[config.mk]
export PLATFORM = sky130hd
export DESIGN_NAME = int_to_float_seq_flat
export DESIGN_NICKNAME = d
export VERILOG_FILES = /design/src/rtl/fpu_pkg.sv /design/src/rtl/int_to_float_seq_if.sv /design/src/rtl/float_round.sv /design/src/rtl/int_to_float_seq.sv /design/src/flat_wrapper.sv
export SDC_FILE = /design/constraint.sdc
export NUM_CORES = 1
export LEC_CHECK = 0
export ABC_CLOCK_PERIOD_IN_PS = 2650
export BUFFER_PORTS_ARGS = -buffer_cell sky130_fd_sc_hd__buf_4
export CELL_PAD_IN_SITES_DETAIL_PLACEMENT = 0
export CELL_PAD_IN_SITES_GLOBAL_PLACEMENT = 1
export CORE_AREA = 10 10 115 117
export DETAILED_ROUTE_END_ITERATION = 7
export DIE_AREA = 0 0 125 127
export PLACE_DENSITY = 0.87
export SYNTH_ARGS = -nofsm -noshare
export SYNTH_HDL_FRONTEND = slang
export SYNTH_HIERARCHICAL = 1
export SYNTH_SLANG_ARGS = --single-unit
[constraint.sdc]
create_clock -name clock -period 2.65 [get_ports clock]
set_input_delay 0.265 -clock clock [delete_from_list [all_inputs] [get_ports clock]]
set_output_delay 0.265 -clock clock [all_outputs]
set_load 0.01 [all_outputs]
[src/rtl/fpu_pkg.sv]
// rtl/fpu_pkg.sv - shared float field layout, bias and FSM state type
//
// Purpose: constants and types shared by the FPU conversion stages.
// Ports:   none (package).
// Config:  INT_TO_FLOAT_ROUND_NEAREST_EN selects rounding in float_round.

package fpu_pkg;

  localparam int FLOAT_EXP_BIAS = 127;
  localparam int EXP_W          = 8;
  localparam int FRAC_W         = 23;
  localparam int INT_W          = 32;

  localparam logic [31:0] FLOAT_ZERO = 32'h0000_0000;

  // Exponent of a magnitude whose leading one sits in bit 31.
  localparam logic [EXP_W-1:0] EXP_INIT = EXP_W'(FLOAT_EXP_BIAS + INT_W - 1);

  typedef enum logic [1:0] {
    ST_IDLE  = 2'd0,
    ST_NORM  = 2'd1,
    ST_ROUND = 2'd2,
    ST_DONE  = 2'd3
  } i2f_state_e;

endpackage

[src/rtl/int_to_float_seq_if.sv]
// rtl/int_to_float_seq_if.sv - operand/result handshake bundle
//
// Purpose: groups the operand and result valid/ready handshakes.
// Signals: in_valid/in_ready/in_op   operand handshake (master -> slave)
//          out_valid/out_ready/out_res result handshake (slave -> master)
//          busy                        converter not idle
// Config:  none.

interface int_to_float_seq_if;
  logic        in_valid;
  logic        in_ready;
  logic [31:0] in_op;
  logic        out_valid;
  logic        out_ready;
  logic [31:0] out_res;
  logic        busy;

  modport master (
    output in_valid,
    output in_op,
    output out_ready,
    input  in_ready,
    input  out_valid,
    input  out_res,
    input  busy
  );

  modport slave (
    input  in_valid,
    input  in_op,
    input  out_ready,
    output in_ready,
    output out_valid,
    output out_res,
    output busy
  );
endinterface

[src/rtl/float_round.sv]
// rtl/float_round.sv - mantissa rounding and IEEE-754 single packing
//
// Purpose: turns a normalized magnitude into a packed single.
// Ports:   sign_i   result sign
//          exp_i    biased exponent before rounding carry
//          mag_i    normalized magnitude below the hidden one (mag[30:0])
//          res_o    packed {sign, exp, fraction}
// Config:  INT_TO_FLOAT_ROUND_NEAREST_EN defined -> round to nearest even,
//          undefined -> truncate toward zero.

module float_round
  import fpu_pkg::*;
(
  input  logic             sign_i,
  input  logic [EXP_W-1:0] exp_i,
  input  logic [30:0]      mag_i,
  output logic [31:0]      res_o
);

`ifdef INT_TO_FLOAT_ROUND_NEAREST_EN
  localparam logic ROUND_NE = 1'b1;
`else
  localparam logic ROUND_NE = 1'b0;
`endif

  logic [FRAC_W-1:0] mant;
  logic              guard;
  logic              sticky;
  logic              lsb;
  logic              round_up;
  logic [FRAC_W:0]   mant_inc;
  logic [EXP_W-1:0]  exp_adj;

  always_comb begin
    mant     = mag_i[30:8];
    guard    = mag_i[7];
    sticky   = |mag_i[6:0];
    lsb      = mag_i[8];
    round_up = ROUND_NE & guard & (sticky | lsb);
    // A carry out of the fraction leaves the low bits zero and bumps exp.
    mant_inc = {1'b0, mant} + {{FRAC_W{1'b0}}, round_up};
    exp_adj  = exp_i + {{(EXP_W-1){1'b0}}, mant_inc[FRAC_W]};
    res_o    = {sign_i, exp_adj, mant_inc[FRAC_W-1:0]};
  end

endmodule

[src/rtl/int_to_float_seq.sv]
// rtl/int_to_float_seq.sv - iterative signed int32 to IEEE-754 single converter
//
// Purpose: accepts a two's-complement operand, normalizes it by 8-bit then
//          1-bit left shifts, rounds once and holds the result until taken.
// Ports:   clock    rising-edge clock
//          reset_n  asynchronous active-low reset
//          bus      int_to_float_seq_if.slave (operand/result handshakes, busy)
// Config:  INT_TO_FLOAT_ROUND_NEAREST_EN (see float_round).

module int_to_float_seq
  import fpu_pkg::*;
(
  input  logic              clock,
  input  logic              reset_n,
  int_to_float_seq_if.slave bus
);

  i2f_state_e       state_q;
  logic             sign_q;
  logic [31:0]      mag_q;
  logic [EXP_W-1:0] exp_q;
  logic             in_ready_q;
  logic             out_valid_q;
  logic [31:0]      out_res_q;
  logic             busy_q;

  logic [31:0]      mag_d;
  logic [31:0]      round_res;

  // |in_op|; 0x80000000 negates to itself, which is the correct magnitude.
  assign mag_d = bus.in_op[31] ? (~bus.in_op + 32'd1) : bus.in_op;

  float_round u_round (
    .sign_i (sign_q),
    .exp_i  (exp_q),
    .mag_i  (mag_q[30:0]),
    .res_o  (round_res)
  );

  always_ff @(posedge clock or negedge reset_n) begin
    if (!reset_n) begin
      state_q     <= ST_IDLE;
      sign_q      <= 1'b0;
      mag_q       <= 32'd0;
      exp_q       <= EXP_INIT;
      in_ready_q  <= 1'b1;
      out_valid_q <= 1'b0;
      out_res_q   <= FLOAT_ZERO;
      busy_q      <= 1'b0;
    end else begin
      case (state_q)
        ST_IDLE: begin
          if (bus.in_valid) begin
            sign_q     <= bus.in_op[31];
            mag_q      <= mag_d;
            exp_q      <= EXP_INIT;
            in_ready_q <= 1'b0;
            busy_q     <= 1'b1;
            // Zero skips normalization; ROUND emits the canonical zero so
            // the result appears one edge after accept.
            state_q    <= (bus.in_op == 32'd0) ? ST_ROUND : ST_NORM;
          end
        end
        ST_NORM: begin
          if (mag_q[31:24] == 8'd0) begin
            mag_q <= mag_q << 8;
            exp_q <= exp_q - EXP_W'(8);
          end else if (!mag_q[31]) begin
            mag_q <= mag_q << 1;
            exp_q <= exp_q - EXP_W'(1);
          end else begin
            state_q <= ST_ROUND;
          end
        end
        ST_ROUND: begin
          // Only a zero operand reaches ROUND without a leading one.
          out_res_q   <= mag_q[31] ? round_res : FLOAT_ZERO;
          out_valid_q <= 1'b1;
          state_q     <= ST_DONE;
        end
        ST_DONE: begin
          if (bus.out_ready) begin
            out_valid_q <= 1'b0;
            in_ready_q  <= 1'b1;
            busy_q      <= 1'b0;
            state_q     <= ST_IDLE;
          end
        end
        default: begin
          state_q <= ST_IDLE;
        end
      endcase
    end
  end

  assign bus.in_ready  = in_ready_q;
  assign bus.out_valid = out_valid_q;
  assign bus.out_res   = out_res_q;
  assign bus.busy      = busy_q;

endmodule
[src/flat_wrapper.sv]
// flat-port wrapper written by rule: the top's interface ports become plain ports
module int_to_float_seq_flat import fpu_pkg::*;
  (clock, reset_n, bus_in_valid, bus_in_op, bus_out_ready, bus_in_ready, bus_out_valid, bus_out_res, bus_busy);
  int_to_float_seq_if bus_i ();
  input  logic clock;
  input  logic reset_n;
  input wire logic [$bits(bus_i.in_valid)-1:0] bus_in_valid;
  input wire logic [$bits(bus_i.in_op)-1:0] bus_in_op;
  input wire logic [$bits(bus_i.out_ready)-1:0] bus_out_ready;
  output wire logic [$bits(bus_i.in_ready)-1:0] bus_in_ready;
  output wire logic [$bits(bus_i.out_valid)-1:0] bus_out_valid;
  output wire logic [$bits(bus_i.out_res)-1:0] bus_out_res;
  output wire logic [$bits(bus_i.busy)-1:0] bus_busy;
  assign bus_i.in_valid = bus_in_valid;
  assign bus_i.in_op = bus_in_op;
  assign bus_i.out_ready = bus_out_ready;
  assign bus_in_ready = bus_i.in_ready;
  assign bus_out_valid = bus_i.out_valid;
  assign bus_out_res = bus_i.out_res;
  assign bus_busy = bus_i.busy;
  int_to_float_seq u_core (.clock(clock), .reset_n(reset_n), .bus(bus_i));
endmodule
* Word-level counts from Yosys, hierarchy flattened *
Index checks and enable logic that the tools add are counted.

word-level totals
  flip-flop bits (word level) = 78
  output and inout port bits = 35

cells by class
  add/sub/neg operators = 3
  equal/unequal tests = 8
  multiplexer cells = 23
  bitwise logic cells = 1
  reduce and logical (&&, ||, !) cells = 12

operators with widths
  operator                                                                 count
  32-bit 2-to-1 mux                                                        5
  32-bit case mux with 2 select lines                                      1
  32-bit by 1-bit adder with 32-bit output, second input constant          1
  32-bit zero test                                                         1
  32-bit inverter                                                          1
  8-bit 2-to-1 mux                                                         3
  8-bit case mux with 2 select lines                                       1
  2-bit 2-to-1 mux                                                         5
  8-bit zero test                                                          1
  2-bit case mux with 4 select lines                                       1
  8-bit by 1-bit subtractor with 8-bit output, second input constant       1
  8-bit by 4-bit subtractor with 8-bit output, second input constant       1
  2-bit inequality test, second input constant                             3
  1-bit case mux with 2 select lines                                       3
  2-bit AND reduction                                                      3
  3-bit AND reduction                                                      2
  2-bit nonzero test                                                       3
  2-bit == test, second input constant                                     2
  1-bit 2-to-1 mux                                                         4
  4-bit AND reduction                                                      1
  3-bit inequality test, second input constant                             1
  2-bit by 1-bit == test with 1-bit output, second input constant          1
  2-bit zero test                                                          1
  2-bit by 1-bit inequality test with 1-bit output, second input constant  1

* Logic depth before layout (Yosys ltp) *
Gate-level depths: netlist of run 1.

  depth after elaboration = 5
  depth in mapped cells = 8

* By module *
Netlist of run 1, hierarchy kept.

by module, submodules not included
  module            instances  cells each  area an instance (um^2)
  int_to_float_seq  1          498         4,503.1
  float_round       1          32          240.2

* Worst setup path after synthesis of run 1 *
No wires, ideal clock.

  path type = register to register
  start = reg u_core.state_q[0]
  end = reg u_core.mag_q[20]
  setup time = 0.087 ns
  arrival = 2.177 ns
  setup slack = 0.386 ns
  cell stages (with the launch flop) = 9
  path buffers = 1
  path through = dfrtp_1 > inv_1 > ha_1 > mux2_2 > and2_1 > clkbuf_1 > nor2_1 > or4b_2 > o211ai_1

on the way
  cells in the longest elaborated chain, start to end = 3
  elaborated cells on any way between the ends = 7

RTL lines
  item                                                                                line                    source
  start: declaration                                                                  int_to_float_seq.sv:18  i2f_state_e state_q;
  start signal: assignment                                                            int_to_float_seq.sv:61  state_q <= (bus.in_op == 32'd0) ? ST_ROUND : ST_NORM;
  2-bit by 1-bit == test with 1-bit output / 2-bit zero test (equally long branches)  int_to_float_seq.sv:51  case (state_q)
  3-bit inequality test (no line) (tied with other cells)                             -
  3-bit AND reduction (no line)                                                       -
  end signal: assignment                                                              int_to_float_seq.sv:55  mag_q <= mag_d;
  end signal: assignment                                                              int_to_float_seq.sv:66  mag_q <= mag_q << 8;
  end signal: assignment                                                              int_to_float_seq.sv:69  mag_q <= mag_q << 1;
  end: declaration                                                                    int_to_float_seq.sv:20  logic [31:0] mag_q;

Parallel ways exist; a longest one is shown, timed or not.
A chain may end at the register's enable or synchronous reset.

* Final worst setup path of run 1 *
  start = reg u_core.state_q[0]
  end = reg u_core.mag_q[27]

Same word-level chain as after synthesis.

==> impl_metrics.py, run 1 <==
metrics = {
    "run_status": {
        "status": "finished clean",
    },
    "power_and_ir_drop": {
        "vdd_drop_max_v": 0.000484,
        "power.density_nw_per_um2": 1120,
        "p_seq_share_pct": 37.1,
        "power_frac_clock_pct": 18.4,
        "leakagePower_nw": 2.30,
        "p_int_mw": 3.55,
        "switchingPower_mw": 2.54,
        "power_frac_comb_pct": 44.5,
        "sw_frac_of_total_pct": 41.7,
    },
    "floorplanning": {
        "core_um2": 11100,
        "die-area_um2": 15900,
        "dieHeight_um": 127,
        "num_io_pins": 71,
        "rows": 39,
        "chipWidth_um": 125,
        "initial_utilization_pct": 42.6,
    },
    "grt": {
        "grt_first_pass_wirelength_um": 20700,
        "overflow": 0,
        "grt_max_degree": 79,
        "grtUsageTotal_pct": 15.6,
        "antenna_found_initial": 0,
        "first_global_vias": 3983,
    },
    "clock_tree": {
        "clock-sinks": 78,
        "cts.repair.resized": 0,
        "numCtsBuffers": 9,
        "cts_setup_buffers": 0,
        "cts-root-buf": "clkbuf_16",
        "h-tree-depth": 3,
        "insertion_delay_ns": 0.33,
        "clk_pin_slew_ns": 0.06,
        "cts_tree": "done",
        "cts_hold_buf": 0,
        "clockBufferDepth": 2,
    },
    "worst_setup_path": {
        "path_max_fanout": 16,
        "critPathBufInv": 2,
        "rr_worst_depth": 8,
        "critPathSlowestCell": "mux2_2",
        "reg2reg_from": "u_core/state_q[0]$_DFFE_PN0P_",
        "worstPathArrival_ns": 2.66,
        "rr_endpoint": "u_core/mag_q[27]$_DFFE_PN0P_",
        "cp-end-kind": "register",
        "slowest_delay_ns": 0.43,
        "cpLargestDelayFamily": "simple AND/OR/NAND/NOR gates",
        "crit_type": "reg2reg",
        "regToRegSetupSlack_ns": 0.20,
        "crit_path_start_kind": "register",
        "cp_cell_sequence": "inv_1 -> ha_1 -> mux2_2 -> and2_1 -> buf_4 -> nor2_1 -> nor4_1 -> a211o_1",
        "required_ns": 2.87,
    },
    "detailed_routing": {
        "routed.top_layer": "met4",
        "post-route-drc-count": 0,
        "routed_wl_um": 12700,
        "num_vias": 4071,
        "drt_iter0_markers": 412,
        "ant_nets": 0,
        "vias_per_cell": 5.76,
        "routedWlPerCell_um": 18.0,
        "wl_met2_um": 5860,
        "wl_met3_um": 726,
        "met1_length_um": 5920,
        "dr.pass1.iters": 6,
    },
    "cells_and_area": {
        "synthToLayoutAreaGrowth_pct": 14.1,
        "nFillCells": 1099,
        "fin_nets": 605,
        "drive_gt1_share_pct": 20.0,
        "antenna_cells": 0,
    },
    "place": {
        "gp_congestion": 0.897,
        "io_buffers": 70,
        "place_hpwl_um": 9360,
        "pre_cts_ws_ns": 0.236,
    },
    "run": {
        "maxCapViolations": 0,
    },
    "synth": {
        "synth.avg_cell_area_um2": 8.95,
        "ys.flop_type": "dfrtp_1",
        "synthSimpleGateAreaFrac_pct": 17.5,
        "yosysUniqueCellTypes": 56,
        "ys_seq_area_share_pct": 41.3,
        "synth_seq_cells": 78,
        "synth_xor_xnor_area_share_pct": 5.17,
        "syn-cell-area_um2": 4740,
        "yosysWarnings": 6,
        "syn-num-nets": 575,
        "synth_compound_area_share_pct": 21.7,
        "synth_cells": 530,
        "synth-edff-count": 0,
        "synth_top_family_by_area": "compound AO/OA/AOI/OAI gates",
        "synth_fa_ha_area_share_pct": 2.37,
        "synthMuxAreaShare_pct": 0.448,
        "ys_async_sr_fraction_pct": 100,
    },
    "timing": {
        "report.final.hold_viol_count": 0,
        "slew_viol_final": 0,
        "fin_crit_sh_pct": 92.3,
        "tns_ns": 0,
        "setup-violations-final": 0,
        "worstMarginPinSlew_ns": 0.989,
        "fin_crit_ns": 2.45,
        "fmax_mhz": 409,
        "slew_headroom_pct": 34.1,
        "clock_skew_ns": 0.00655,
        "fin_ws_ns": 0.204,
        "rsz0062_at_grt": "false",
    },
    "hold_path": {
        "hp-class": "in2async",
    },
}
-- per-stage QoR --
| step | cell area (um^2) | total power, mW | cells | hold slack [ns] | utilization [%] |
|---|---|---|---|---|---|
| 3_5_place_dp | 5150 | 4.98 | 692 | 0.488 | 46.3 |
| 5_1_grt | 5410 | 6.58 | 707 | 0.158 | 48.7 |
| 4_1_cts | 5410 | 6.12 | 707 | 0.139 | 48.7 |
| 6_report | 5410 | 6.09 | 707 | 0.108 | 48.7 |
| 3_3_place_gp | 5150 | 4.87 | 692 | 0.491 | 46.3 |
| 2_1_floorplan | 4740 | 4.19 | 530 | -0.0306 | - |
-- state kept, by name, summed over array words and instances (netlist names) --
register,flops
u_core/mag_q,32
u_core/bus.in_ready,1
u_core/sign_q,1
u_core/exp_q,8
u_core/bus.out_res,32
u_core/bus.busy,1
u_core/state_q,2
u_core/bus.out_valid,1
-- cell usage in the layout, fill, tap and decap left out, types with 4 or more instances in the layout --
cell type  netlist  final
a21oi_1         19     19
a221oi_1        20     20
a2bb2oi_1        6      6
a31oi_1          5      5
buf_4           33     80
clkbuf_1        19      4
clkbuf_16        0      9
dfrtp_1         72     72
dfstp_2          6      6
ha_1             9      8
inv_1           45     45
nand2_1         29     29
nand2b_1         8      8
nand3_1         37     37
nor2_1          33     33
nor3_1          10      9
nor4_1           5      5
o21ai_0         54     54
o22ai_1         15     15
o31ai_1          8      8
o41ai_1          7      7
or3_1            6      6
xnor2_1          7      7
xor2_1          21     21
-- cell type report --
type                       instances  area (um^2)  share of cell area (%)
clock buffer                      14          254                    4.69
clock inverter                     1         7.51                   0.139
inverter                          45          169                    3.12
multi-input combinational        346         2240                    41.5
sequential                        78         1960                    36.2
tap                              143          179                    3.30
timing repair buffer              80          601                    11.1
-- routing by layer --
layer | track usage [%] | vias to the layer above
met5 | 0 | -
met4 | 5.28 | 0
met3 | 4.14 | 18
met2 | 24.0 | 127
met1 | 20.8 | 1989
li1 | - | 1937
-- kinds of logic (layout without fill, tap and decap cells) --
group	count (synthesis)	count (layout)
AND/OR/NAND/NOR	154	154
AO/OA/AOI/OAI	153	153
buffers and inverters	106	140
flip-flops	78	78
XOR/XNOR	28	28
adder cells (fa/ha/maj)	9	9
multiplexers	2	2
-- synth_stat cells, types with 3 or more instances --
library cell / n / area share, %
a2bb2oi_1: 6 / 1.1
nand3_1: 37 / 3.9
nor2_1: 33 / 2.6
a21oi_1: 19 / 2.0
o22ai_1: 15 / 2.0
a31oi_1: 5 / 0.66
o41ai_1: 7 / 1.3
xor2_1: 21 / 3.9
inv_1: 45 / 3.6
nand2_1: 29 / 2.3
clkbuf_1: 19 / 1.5
xnor2_1: 7 / 1.3
nor3_1: 10 / 1.1
o31ai_1: 8 / 1.3
dfstp_2: 6 / 3.3
o21ai_0: 54 / 5.7
and2_1: 3 / 0.40
or4b_1: 3 / 0.63
buf_4: 33 / 5.2
ha_1: 9 / 2.4
dfrtp_1: 72 / 38
o211ai_1: 3 / 0.47
or3_1: 6 / 0.79
a221oi_1: 20 / 3.7
or4b_2: 3 / 0.63
buf_1: 4 / 0.32
nand2b_1: 8 / 1.1
buf_6: 3 / 0.71
nor4_1: 5 / 0.66
-- worst max path at each step --
stage | from | to | slack [ns] | cells past startpoint
after floorplan | u_core/state_q[0]$_DFFE_PN0P_ | u_core/mag_q[20]$_DFFE_PN0P_ | 0.39 | 8
after global routing | u_core/state_q[1]$_DFFE_PN0P_ | u_core/mag_q[27]$_DFFE_PN0P_ | 0.08 | 8
after global placement | bus_in_op[0] | u_core/mag_q[20]$_DFFE_PN0P_ | 0.34 | 8
after CTS | u_core/state_q[0]$_DFFE_PN0P_ | u_core/mag_q[27]$_DFFE_PN0P_ | 0.22 | 8
after detailed placement | u_core/state_q[0]$_DFFE_PN0P_ | u_core/mag_q[27]$_DFFE_PN0P_ | 0.24 | 8
final | u_core/state_q[0]$_DFFE_PN0P_ | u_core/mag_q[27]$_DFFE_PN0P_ | 0.20 | 8
-- power groups by stage --
stage                     logic, mW  clock network [mW]  registers, mW
after global routing           3.03                1.21           2.33
after detailed placement       2.70                   0           2.28
after CTS                      2.72                1.14           2.26
after global placement         2.62                   0           2.25
after floorplan                1.99                   0           2.19
final                          2.71                1.12           2.26
(Power assumes the default switching activity.)
==> run 2, diff against run 1 <==
- CORE_AREA: 10 10 115 117 -> 10 10 113 115
- DIE_AREA: 0 0 125 127 -> 0 0 123 125
- PLACE_DENSITY: 0.87 -> 0.86
- SYNTH_HIERARCHICAL: 1 -> not set
==> impl_metrics.py, run 2 <==
metrics = {
    "power_and_ir_drop": {
        "leakagePower_nw": 2.36,
        "p_seq_share_pct": 40.0,
        "vdd_drop_max_v": 0.000387,
        "switchingPower_mw": 2.34,
        "p_total_mw": 5.52,
        "power.density_nw_per_um2": 1030,
        "power_frac_clock_pct": 14.9,
        "p_int_mw": 3.17,
        "sw_frac_of_total_pct": 42.5,
        "power_frac_comb_pct": 45.2,
    },
    "worst_setup_path": {
        "crit_path_start_kind": "register",
        "path_max_fanout": 21,
        "required_ns": 2.88,
        "cpLargestDelayFamily": "compound AO/OA/AOI/OAI gates",
        "critPathBufInv": 1,
        "worstPathArrival_ns": 2.39,
        "critPathSlowestCell": "nor4_1",
        "crit_type": "reg2reg",
        "crit_top_cell": "a21oi_1",
        "cp_cell_sequence": "nor4_1 -> a21oi_1 -> buf_4 -> a22o_1 -> a311oi_1 -> a21oi_1",
        "cp-end-kind": "register",
        "slowest_delay_ns": 0.58,
    },
    "hold_path": {
        "hp-class": "in2async",
    },
    "timing": {
        "report.final.hold_viol_count": 0,
        "rsz0062_at_grt": "false",
        "setup-violations-final": 0,
        "clock_skew_ns": 0.00999,
        "hold_ws_ns": 0.0734,
        "fmax_mhz": 464,
        "fin_crit_sh_pct": 81.4,
        "fin_crit_ns": 2.16,
        "tns_ns": 0,
        "fin_ws_ns": 0.494,
        "worstMarginPinSlew_ns": 0.991,
        "slew_headroom_pct": 33.9,
        "slew_viol_final": 0,
    },
    "grt": {
        "grt_max_degree": 79,
        "first_global_vias": 4233,
        "overflow": 0,
        "grtUsageTotal_pct": 17.2,
        "grt_first_pass_wirelength_um": 21500,
        "antenna_found_initial": 0,
    },
    "cells_and_area": {
        "fin_nets": 615,
        "nFillCells": 1014,
        "final_util_pct": 50.5,
        "drive_gt1_share_pct": 21.9,
        "synthToLayoutAreaGrowth_pct": 19.9,
        "mostFrequentLayoutCells": "91 x buf_4, 72 x dfrtp_1, 50 x nand2_1",
        "final_area_um2": 5350,
        "final_common_cell": "buf_4",
        "antenna_cells": 0,
        "fin_cells": 716,
    },
    "synth": {
        "synthTopCellsByArea": "dfrtp_1 40%, o21ai_0 5.4%, xor2_1 4.5%",
        "ys_seq_area_share_pct": 43.9,
        "ys_async_sr_fraction_pct": 100,
        "syn-cell-area_um2": 4460,
        "synth_cells": 503,
        "yosys-top-cells-count": "72 x dfrtp_1, 50 x nand2_1, 48 x inv_1, 48 x o21ai_0, 46 x nor2_1",
        "synth-edff-count": 0,
        "yosysWarnings": 0,
        "synth.avg_cell_area_um2": 8.88,
        "synth_top_area_cell": "dfrtp_1",
        "yosysMostFrequentCell": "dfrtp_1",
        "synth_seq_cells": 78,
        "yosysUniqueCellTypes": 60,
        "ys.flop_type": "dfrtp_1",
        "syn-num-nets": 547,
        "synth_top_cell_area_share_pct": 40.4,
    },
    "clock_tree": {
        "insertion_delay_ns": 0.36,
        "clk_pin_slew_ns": 0.08,
        "cts_setup_buffers": 0,
        "h-tree-depth": 3,
        "clockBufferDepth": 2,
        "numCtsBuffers": 9,
        "cts.repair.resized": 0,
        "cts_tree": "done",
        "cts_hold_buf": 0,
        "cts-root-buf": "clkbuf_8",
        "clock-sinks": 78,
    },
    "detailed_routing": {
        "routed_wl_um": 13100,
        "num_vias": 4106,
        "post-route-drc-count": 0,
        "vias_per_cell": 5.73,
        "drt_iter0_markers": 350,
        "dr.pass1.iters": 5,
        "ant_nets": 0,
        "routedWlPerCell_um": 18.2,
    },
    "floorplanning": {
        "num_io_pins": 71,
        "core_um2": 10600,
        "die-area_um2": 15400,
        "dieHeight_um": 125,
        "initial_utilization_pct": 42.1,
        "rows": 38,
        "chipWidth_um": 123,
    },
    "place": {
        "place_hpwl_um": 9670,
        "io_buffers": 70,
        "placed_cells": 700,
        "gp_congestion": 0.903,
        "placed_area_um2": 5170,
        "pre_cts_ws_ns": 0.430,
    },
    "run_status": {
        "status": "finished clean",
    },
    "run": {
        "maxCapViolations": 0,
    },
}
==> run 2: power groups by stage <==
stage | registers [mW] | logic, mW | clock network (mW)
floorplan | 2.14 | 1.50 | 0
global placement | 2.20 | 2.45 | 0
detailed placement | 2.22 | 2.51 | 0
CTS | 2.20 | 2.51 | 0.835
global route | 2.27 | 2.79 | 0.894
finish | 2.20 | 2.49 | 0.821
==> run 2: kinds of logic after synthesis <==
logic type	share of synthesized area [%]
flip-flops	43.9
AND/OR/NAND/NOR	15.7
adder cells (fa/ha/maj)	2.24
multiplexers	0.897
buffers and inverters	7.46
XOR/XNOR	5.10
AO/OA/AOI/OAI	24.7
==> run 2: final timing paths <==
kind | cells past startpoint | startpoint | slack [ns] | end
min in group clock | 2 | bus_out_ready | 0.12 | u_core.bus.out_valid$_DFFE_PN0P_
max | 6 | u_core.mag_q[27]$_DFFE_PN0P_ | 0.49 | u_core.mag_q[19]$_DFFE_PN0P_
max reg2reg | 6 | u_core.mag_q[27]$_DFFE_PN0P_ | 0.49 | u_core.mag_q[19]$_DFFE_PN0P_
min reg2reg | 2 | u_core.sign_q$_DFFE_PN0P_ | 0.49 | u_core.sign_q$_DFFE_PN0P_
min | 1 | reset_n | 0.07 | u_core.bus.out_res[0]$_DFFE_PN0P_
max in group asynchronous | 1 | reset_n | 1.95 | u_core.mag_q[23]$_DFFE_PN0P_
==> run 2: layer usage <==
| metal | global-route usage [%] | share of wire [%] |
|---|---|---|
| met5 | 0 | 0 |
| met4 | 7.06 | 2.9 |
| met3 | 3.15 | 5.8 |
| met2 | 29.1 | 50 |
| met1 | 20.9 | 41 |
==> run 2: layout make-up <==
class | instances | area [um^2] | share of cell area [%]
clock buffers | 12 | 155 | 2.90
clock inverters | 4 | 22.5 | 0.421
inverters | 48 | 180 | 3.37
multi-input cells | 343 | 2180 | 40.7
flip-flops and latches | 78 | 1960 | 36.6
well taps | 140 | 175 | 3.27
repair buffers | 91 | 683 | 12.8
==> run 3, diff against run 2 <==
- ABC_CLOCK_PERIOD_IN_PS: 2650 -> 1900
- CORE_AREA: 10 10 113 115 -> 10 10 118 120
- DIE_AREA: 0 0 123 125 -> 0 0 128 130
- PLACE_DENSITY: 0.86 -> 0.83
- clock period: 2.65 -> 1.9 ns (I/O delays scaled with it)
==> impl_metrics.py, run 3 (same netlist as run 2, synthesis figures left out) <==
metrics = {
    "clock_tree": {
        "numCtsBuffers": 9,
        "clockBufferDepth": 2,
        "h-tree-depth": 3,
        "clk_pin_slew_ns": 0.06,
        "insertion_delay_ns": 0.34,
        "cts_tree": "done",
        "clock-sinks": 78,
        "cts-root-buf": "clkbuf_16",
    },
    "cells_and_area": {
        "fin_nets": 657,
        "fin_cells": 765,
        "drive_gt1_share_pct": 30.6,
        "final_area_um2": 5990,
        "synthToLayoutAreaGrowth_pct": 34.1,
        "mostFrequentLayoutCells": "125 x buf_4, 72 x dfrtp_1, 50 x nand2_1",
        "final_common_cell": "buf_4",
        "antenna_cells": 0,
    },
    "place": {
        "gp_congestion": 0.973,
        "placed_area_um2": 5520,
        "placed_cells": 746,
        "io_buffers": 70,
        "place_hpwl_um": 10200,
    },
    "power_and_ir_drop": {
        "p_seq_share_pct": 34.2,
        "p_int_mw": 5.26,
        "power.density_nw_per_um2": 1480,
        "power_frac_clock_pct": 18.2,
        "switchingPower_mw": 3.63,
        "leakagePower_nw": 2.66,
        "sw_frac_of_total_pct": 40.8,
        "power_frac_comb_pct": 47.6,
        "vdd_drop_max_v": 0.000638,
    },
    "floorplanning": {
        "rows": 40,
        "dieHeight_um": 130,
        "chipWidth_um": 128,
        "core_um2": 11700,
        "die-area_um2": 16600,
        "num_io_pins": 71,
        "initial_utilization_pct": 38.1,
    },
    "worst_setup_path": {
        "crit_top_cell": "buf_4",
        "cp_cell_sequence": "nor4_1 -> buf_4 -> and3_1 -> buf_4 -> buf_4 -> a32oi_1 -> a31oi_1",
        "reg2reg_from": "u_core.mag_q[27]$_DFFE_PN0P_",
        "regToRegSetupSlack_ns": 0.007,
        "critPathBufInv": 3,
        "worstPathArrival_ns": 2.13,
        "crit_cells": 7,
        "crit_path_start_kind": "register",
        "rr_worst_depth": 7,
        "crit_type": "reg2reg",
        "critPathLaunch": "u_core.mag_q[27]$_DFFE_PN0P_",
        "slowest_delay_ns": 0.38,
        "critPathSlowestCell": "dfrtp_1",
        "rr_endpoint": "u_core.mag_q[24]$_DFFE_PN0P_",
        "path_max_fanout": 13,
        "cp-end-kind": "register",
        "cpLargestDelayFamily": "buffers and inverters",
        "required_ns": 2.13,
    },
    "timing": {
        "rsz0062_at_grt": "true",
        "setup-violations-final": 0,
        "slew_headroom_pct": 69.1,
        "clock_skew_ns": 0.00599,
        "worstMarginPinSlew_ns": 0.457,
        "fin_crit_ns": 1.89,
        "fin_crit_sh_pct": 99.6,
        "slew_viol_final": 0,
        "report.final.hold_viol_count": 0,
        "fmax_mhz": 528,
    },
    "hold_path": {
        "hp-class": "in2reg",
        "hold_start": "bus_out_ready",
        "whs_path_depth": 2,
        "worstHoldEndpoint": "u_core.bus.out_valid$_DFFE_PN0P_",
    },
    "detailed_routing": {
        "vias_per_cell": 5.50,
        "routedWlPerCell_um": 17.5,
        "routed_wl_um": 13400,
        "num_vias": 4207,
        "ant_nets": 0,
        "post-route-drc-count": 0,
        "dr.pass1.iters": 5,
        "drt_iter0_markers": 394,
    },
    "grt": {
        "antenna_found_initial": 0,
        "first_global_vias": 3980,
        "grtUsageTotal_pct": 15.8,
        "grt_max_degree": 49,
        "grt_first_pass_wirelength_um": 21300,
        "overflow": 0,
    },
    "run_status": {
        "status": "finished clean",
    },
    "run": {
        "maxCapViolations": 0,
    },
}
-- run 3: power by group through the flow --
stage	logic, mW	registers, mW	clock network [mW]
detailed placement	3.92	3.01	0
global route	4.67	3.14	1.71
floorplan	2.12	2.98	0
finish	4.23	3.04	1.62
global placement	3.87	2.98	0
CTS	3.96	3.00	1.65
-- run 3: how the worst max path moves through the flow --
| stage | slack (ns) | to |
|---|---|---|
| 3_5_place_dp | -0.14 | u_core.mag_q[30]$_DFFE_PN0P_ |
| 2_1_floorplan | 0.01 | u_core.exp_q[4]$_DFFE_PN1P_ |
| 5_1_grt | -0.05 | u_core.mag_q[30]$_DFFE_PN0P_ |
| 6_report | 0.007 | u_core.mag_q[24]$_DFFE_PN0P_ |
| 4_1_cts | 0.0003 | u_core.mag_q[12]$_DFFE_PN0P_ |
| 3_3_place_gp | -0.11 | u_core.mag_q[30]$_DFFE_PN0P_ |
-- run 3: timing repair --
item | in CTS | in global routing
setup endpoints to repair | 3 | 36
cloned | 0 | 0
hold buffers | 1 | 0
gates resized for setup | 3 | 27
setup buffers | 0 | 2
hold endpoints to repair | 29 | 0
pin swaps | 0 | 2
-- run 3: layout make-up --
cell class	instances	area [um^2]
Multi-Input combinational cell	343	2330
Timing Repair Buffer	133	1050
Inverter	48	180
Clock inverter	3	20.0
Fill cell	1139	5720
Clock buffer	13	260
Tap cell	147	184
Sequential cell	78	1960
-- run 3: metal layers --
metal / track usage (%) / routed length [um]
met1: 23.1 / 6300
met4: 5.83 / 310
met3: 3.61 / 1000
met2: 21.9 / 5790
met5: 0 / 0
-- run 3: through the flow --
step	worst slack (ns)	util [%]	TNS [ns]	hold WS, ns	power, mW
final	0.00744	51.1	0	0.0791	8.89
after global routing	-0.0480	51.1	-0.227	0.0782	9.51
after CTS	0.000305	49.7	0	0.0639	8.60
after global placement	-0.105	47.1	-0.201	0.159	6.85
after detailed placement	-0.143	47.1	-0.436	0.165	6.94
after floorplan	0.0120	-	0	-0.106	5.10
